File: config.mk
export PLATFORM = sky130hd
export DESIGN_NAME = reg_file_banked
export DESIGN_NICKNAME = d
export VERILOG_FILES = /design/src/rtl/reg_file_banked_pkg.sv /design/src/rtl/reg_file_banked_clr_counter.sv /design/src/rtl/reg_file_banked.sv
export SDC_FILE = /design/constraint.sdc
export NUM_CORES = 1
export LEC_CHECK = 0
export ABC_AREA = 1
export CAP_MARGIN = 10
export CORE_MARGIN = 10
export CORE_UTILIZATION = 48
export DETAILED_ROUTE_END_ITERATION = 10
export HOLD_SLACK_MARGIN = 0.1
export PLACE_DENSITY = 0.68
export SLEW_MARGIN = 20
export SYNTH_ARGS = -nofsm -noshare
export SYNTH_HDL_FRONTEND = slang
export SYNTH_SLANG_ARGS = --single-unit
File: constraint.sdc
create_clock -name clk -period 5.3 [get_ports clk]
set_input_delay 1.06 -clock clk [delete_from_list [all_inputs] [get_ports clk]]
set_output_delay 1.06 -clock clk [all_outputs]
set_load 0.005 [all_outputs]
File: src/rtl/reg_file_banked_pkg.sv
// Shared types for the banked register file: FSM state encoding and an
// address-width helper that keeps single-entry banks at one address bit.
package reg_file_pkg;

  typedef enum logic {
    CLEAR = 1'b0,
    READY = 1'b1
  } rf_state_t;

  function automatic int addr_w(input int n);
    return (n > 1) ? $clog2(n) : 1;
  endfunction

endpackage

File: src/rtl/reg_file_banked_clr_counter.sv
// Sweep index for the clear pass. While start is held high, idx walks
// 0..N-1 once per cycle; done flags the last index. Low start parks idx at 0.
module clr_counter #(
  parameter int N = 12
) (
  input  logic                 clk,
  input  logic                 rst_n,
  input  logic                 start,
  output logic [$clog2(N)-1:0] idx,
  output logic                 done
);

  localparam logic [$clog2(N)-1:0] LAST = ($clog2(N))'(N - 1);

  assign done = start && (idx == LAST);

  always_ff @(posedge clk or negedge rst_n) begin
    if (!rst_n) begin
      idx <= '0;
    end else if (!start || done) begin
      idx <= '0;
    end else begin
      idx <= idx + 1'b1;
    end
  end

endmodule

File: src/rtl/reg_file_banked.sv
// Register file with one absolute read port, one bank-relative read port and
// one bank-relative write port, zeroed by a one-entry-per-cycle clear sweep.
module reg_file_banked
  import reg_file_pkg::*;
#(
  parameter int W       = 9,
  parameter int NREG    = 12,
  parameter int BANK    = 4,
  parameter int RT_BASE = 4,
  parameter int RD_BASE = 8,
  parameter int BYPASS  = 1
) (
  input  logic                    clk,
  input  logic                    rst_n,
  input  logic                    clr_req,
  input  logic                    write,
  input  logic [$clog2(NREG)-1:0] rs_addr,
  input  logic [addr_w(BANK)-1:0] rt_addr,
  input  logic [addr_w(BANK)-1:0] rd_addr,
  input  logic [W-1:0]            rd_in,
  output logic [W-1:0]            rs_out,
  output logic [W-1:0]            rt_out,
  output logic                    busy,
  output logic                    wr_drop
);

  localparam int AW     = $clog2(NREG);
  localparam int RT_TOP = RT_BASE + BANK;
  localparam int RD_TOP = RD_BASE + BANK;
  localparam int SPAN_A = (RT_TOP > NREG) ? RT_TOP : NREG;
  localparam int SPAN   = (RD_TOP > SPAN_A) ? RD_TOP : SPAN_A;
  // Wide enough to hold base+offset past the array end without wrapping.
  localparam int IW     = $clog2(SPAN) + 1;

  rf_state_t         state;
  logic [AW-1:0]     idx;
  logic              done;
  logic [W-1:0]      regs [NREG];
  logic [IW-1:0]     wr_idx;
  logic [IW-1:0]     rs_idx;
  logic [IW-1:0]     rt_idx;
  logic              wr_ok;
  logic              wr_accept;

  clr_counter #(.N(NREG)) u_clr_counter (
    .clk   (clk),
    .rst_n (rst_n),
    .start (busy),
    .idx   (idx),
    .done  (done)
  );

  assign busy      = (state == CLEAR);
  assign wr_idx    = IW'(RD_BASE) + IW'(rd_addr);
  assign rt_idx    = IW'(RT_BASE) + IW'(rt_addr);
  assign rs_idx    = IW'(rs_addr);
  assign wr_ok     = (state == READY) && write && !clr_req;
  assign wr_accept = wr_ok && (wr_idx < IW'(NREG));

  always_ff @(posedge clk or negedge rst_n) begin
    if (!rst_n) begin
      state   <= CLEAR;
      wr_drop <= 1'b0;
    end else begin
      wr_drop <= write && ((state == CLEAR) || clr_req);
      if (state == CLEAR) begin
        if (done) state <= READY;
      end else if (clr_req) begin
        state <= CLEAR;
      end
    end
  end

  // Array has no reset; the sweep owns it while busy.
  always_ff @(posedge clk) begin
    if (busy) begin
      regs[idx] <= '0;
    end else if (wr_accept) begin
      regs[wr_idx[AW-1:0]] <= rd_in;
    end
  end

  always_comb begin
    rs_out = '0;
    if (!busy && (rs_idx < IW'(NREG))) begin
      if ((BYPASS != 0) && wr_accept && (wr_idx == rs_idx)) rs_out = rd_in;
      else                                                  rs_out = regs[rs_idx[AW-1:0]];
    end
  end

  always_comb begin
    rt_out = '0;
    if (!busy && (rt_idx < IW'(NREG))) begin
      if ((BYPASS != 0) && wr_accept && (wr_idx == rt_idx)) rt_out = rd_in;
      else                                                  rt_out = regs[rt_idx[AW-1:0]];
    end
  end

endmodule

### Word-level counts from Yosys, hierarchy flattened

Memory sizes are Yosys's and may differ from the RTL's.
Cells that the tools add are included.

* register bits: 6
* output and inout bits: 20
* word-level logic and storage cells: 42
* memory bits (writable): 108
* memories: 1

* order comparisons: 3
* bitwise gates (word level): 1
* equality and inequality tests: 3
* multiplexer cells: 15
* reduce and logical (&&, ||, !) cells: 13
* $add $sub $neg: 3

Memories
* regs: words 12, bits a word 9, rd ports 2, clocked after Yosys merged registers in 0, wr ports 1, RTL line reg_file_banked.sv:38 `logic [W-1:0] regs [NREG];`

Operators by type and width (number)
* 9-bit two-way mux: 5
* 5-bit by 4-bit == test with 1-bit output: 2
* 1-bit logical AND: 9
* 9-bit OR reduction: 1
* 4-bit < comparator (second input constant): 2
* 1-bit two-way mux: 8
* 4-bit two-way mux: 2
* 4-bit by 2-bit adder with 5-bit output (first input constant): 1
* 5-bit by 4-bit < comparator with 1-bit output (second input constant): 1
* 3-bit by 2-bit adder with 4-bit output (first input constant): 1
* 4-bit by 1-bit adder with 4-bit output (second input constant): 1
* 4-bit == test (second input constant): 1
* 1-bit logical OR: 2
* 1-bit zero test: 1
* 1-bit NOT: 1

### Longest topological paths before layout

* depth after elaboration: 8
* depth in mapped cells: 8
* depth with buffers taken out: 7

### Cells and area by module

Synthesis repeated with hierarchy kept, for this count alone.

* cells, all modules: 527
* area, all modules: 5290.1 µm²

Modules (own cells, without submodules)
* reg_file_banked: area an instance 5084.9 µm², instances 1, cells each 504
* clr_counter: area an instance 205.2 µm², instances 1, cells each 23

### Least setup slack after synthesis

No wires, ideal clock.

* path type: input to output
* start point: input port rs_addr[0]
* end point: output port rs_out[6]
* buffers on the path: 1
* cell stages on the path: 6
* slack: 2.420 ns
* required time: 4.240 ns
* arrival: 1.820 ns
* cell sequence: inv_2 > clkbuf_1 > o21ai_0 > nand3_1 > nand3_1 > a21oi_2

* longest elaborated chain between the ends: 4
* elaborated cells on any way between the ends: 7
* those cells by class: 1 x order compare; 1 x eq/ne; 2 x mux; 2 x reduce/logical; 1 x memory

Ends and longest elaborated chain
* from (decl): RTL line reg_file_banked.sv:17 `input logic [$clog2(NREG)-1:0] rs_addr,`
* parallel branches: the longest is 3 deep, another holds memory 12 x 9 bit
* 9-bit two-way mux *: RTL line reg_file_banked.sv:85 `if (!busy && (rs_idx < IW'(NREG))) begin`
* to (decl): RTL line reg_file_banked.sv:21 `output logic [W-1:0] rs_out,`

Mark *: on every way between the ends.

### Worst setup path after layout

* start point: input port rs_addr[3]
* end point: output port rs_out[8]

The elaborated chain is that of the path after synthesis.

==> metrics.txt <==
outcome=completed; root buf cell=clkbuf_8; Tightest Pin Transition=1.103 ns; Synth area leader=edfxtp_1; Required @ worst endpoint=4.24 ns; # DRC=0; pin count of the biggest net entering global routing=53; diode count=0; CTS Sinks=around 110; Sequential Area=between 0.003 and 0.004 sq mm; final net count=about 590; total core area=between 0.01 and 0.015 sq mm; CTS tree=done; setup TNS=0 ns; Final Max Tran Viols=0; R2R Path End=regs[11][3]$_DFFE_PP_; DIE HEIGHT=around 120 um; clock power share=0.373; Pwr Total=roughly 2.8 mW; sw frac=0.2778; RSZ-0062 raised after global routing=no; Setup crit start kind=input pin; Placement Cell Area=0.005708 sq mm; Avg WL per Cell=about 18 um; Pre-antenna DRT Iters=7; # rows=38; GRT Total Usage=0.1715; number of global-route vias before repair=just under 4,000; Resize count post-CTS=0; sequential power share=0.446; Mapped Nets=roughly 550; Min Clock Period, post-route=approximately 4.6 ns; DR vias=~3,900; antenna violations before repair=0; CP Capture Type=output port; synth unique cells=26; Sw Pwr=a little under 800 uW; Mapped Cells=roughly 520; final number of setup-violating endpoints=0; pwr/cell area=about 450 mW/mm^2; share of the synthesized area in the top cell type=0.6192; I/O pins=between 40 and 50; CP Data Arrival Time=3.56 ns; flop2flop setup slack=about 2.8 ns; Yosys warnings=0; Finished Cell Area=0.006267 sq mm; Worst VDD drop=between 0.0002 and 0.0003 V; synth top area cells=edfxtp_1 (62%), nand2_1 (8.9%), nand3_1 (5.8%), nor2_1 (5.7%), a21oi_1 (2.9%); Final Hold Fails=0; # port buffers=40; cts bufs inserted=17; Setup crit start=rs_addr[3]; Die Area=around 0.015 sq mm; Max H-tree Level=4; reg2reg path depth=5; starting density of the core=0.4874; HP Class=register to register; post-placement setup slack=0.7029 ns; max-cap viol count=0; Internal Power=2.045 mW; clock latency on the worst-skew pair=about 0.52 ns; Hold Buf Count CTS=0; Synth Cell Area=between 0.005 and 0.006 sq mm; max_slew headroom=0.2617; vias per inst=5.474; CTS max path bufs=2; Post-Route WL=~13,000 um; # Post-CTS Setup Buffers=0; Min Hold Slack=between 0.4 and 0.5 ns; classification of the worst setup path=input pin to output port; combinational power share=0.181; RR Startpoint=state$_DFF_PN0_; Avg Cell Area, Syn=~10 sq um; Peak Freq=roughly 0.22 GHz; Yosys reg bits=between 100 and 150; fillcell total=just over 900; grt total ovfl=0; global-route wire length before repair=about 21,000 um; clk_skew=0.006745 ns; hpwl dp=roughly 8300 um; top fanout value on the critical path=17; area of the multi-input gates=around 0.0016 sq mm; clk slew on worst S/H paths=0.06 ns; LEAKAGE=around 2.4 nW; period utilisation layout=0.8722; Initial DRC Count=about 500; sequential cell area fraction in the yosys report=0.6479; die width=around 120 um; Setup WS post-layout=0.6773 ns; Routed Antenna Nets=0; Area growth syn-to-layout=19.66%; fraction of layout cells with a size suffix above 1=0.08304; crit path to=rs_out[8]; gpl congestion=between 0.8 and 0.9
==> power groups by stage <==
stage	Sequential [mW]	Combinational (mW)	Clock, mW
detailed placement	1.28	0.505	0
global route	1.28	0.571	1.11
floorplan	1.27	0.323	0
CTS	1.26	0.509	1.07
finish	1.26	0.512	1.06
global placement	1.27	0.497	0
==> cells by family after synthesis <==
group                    synth area share
AO/OA/AOI/OAI                     0.07860
adder cells (fa/ha/maj)          0.002389
XOR/XNOR                         0.001673
buffers and inverters             0.05638
flip-flops                         0.6479
AND/OR/NAND/NOR                    0.2131
==> through the flow <==
step,utilization,cells
after floorplan,-,524
after global placement,0.5312,686
after detailed placement,0.5312,686
after CTS,0.5828,718
after global routing,0.5833,718
final,0.5833,718
==> critical path, cell delays in order <==
cell,delay [ns]
clkdlybuf4s50_1,0.57
inv_2,0.20
nor2_2,0.15
nand3_2,0.10
nor3_4,0.44
inv_1,0.29
a21oi_1,0.21
clkdlybuf4s50_1,0.53
==> placed cells by master, fill, tap and decap left out <==
cell	n
nand3_2	2
clkinv_1	1
nand3_1	61
clkinv_2	3
a21oi_2	3
ha_1	1
or2_2	1
o21ai_0	27
a21oi_1	30
clkbuf_16	16
dfrtp_1	6
bufinv_16	1
nor3_4	1
o211ai_1	6
nor2_1	77
clkdlybuf4s50_1	39
a21boi_0	1
edfxtp_1	108
clkbuf_8	6
buf_4	7
inv_2	3
nor2_2	3
o21ai_1	8
inv_1	34
clkinvlp_4	1
clkbuf_1	5
xor2_1	1
nand2_1	124
buf_2	1
o31ai_1	1
==> registers in the layout (all words and copies together), names as in the netlist <==
signal,cells
u_clr_counter.idx,4
wr_drop,1
state,1
regs,108
==> cells in the mapped netlist, drive strengths merged <==
cell type  count
nor3           1
nand2        124
nand3         63
o21ai         35
edfxtp       108
or2            1
buf           19
ha             1
nor2          80
o211ai         6
dfrtp          6
a21oi         33
xor2           1
clkbuf         6
o31ai          1
a21boi         1
inv           37
clkinv         1
==> routing by layer <==
metal | up-vias | track usage | wire [um]
met2 | 161 | 0.2742 | 6344
met4 | 0 | 0.07676 | 356
met1 | 1875 | 0.2126 | 5424
li1 | 1867 | - | -
met3 | 27 | 0.04596 | 909
met5 | - | 0 | 0
==> cell type report <==
class                      instances  area share
sequential                       114      0.5414
inverter                          38     0.02276
multi-input combinational        347      0.2480
tap                              140     0.02795
clock inverter                     5    0.008385
timing repair buffer              47     0.07147
clock buffer                      27     0.08006
==> worst min-delay path by stage <==
stage / startpoint / to / slack (ns) / depth (start not counted)
final: u_clr_counter.idx[0]$_DFF_PN0_ / u_clr_counter.idx[0]$_DFF_PN0_ / 0.50 / 1
after global routing: u_clr_counter.idx[0]$_DFF_PN0_ / u_clr_counter.idx[0]$_DFF_PN0_ / 0.53 / 1
after CTS: u_clr_counter.idx[0]$_DFF_PN0_ / u_clr_counter.idx[0]$_DFF_PN0_ / 0.50 / 1
after detailed placement: u_clr_counter.idx[0]$_DFF_PN0_ / u_clr_counter.idx[0]$_DFF_PN0_ / 0.49 / 1
after global placement: u_clr_counter.idx[0]$_DFF_PN0_ / u_clr_counter.idx[0]$_DFF_PN0_ / 0.48 / 1
after floorplan: u_clr_counter.idx[0]$_DFF_PN0_ / u_clr_counter.idx[0]$_DFF_PN0_ / 0.45 / 1
Note: power is estimated with default switching activity, not from simulation.
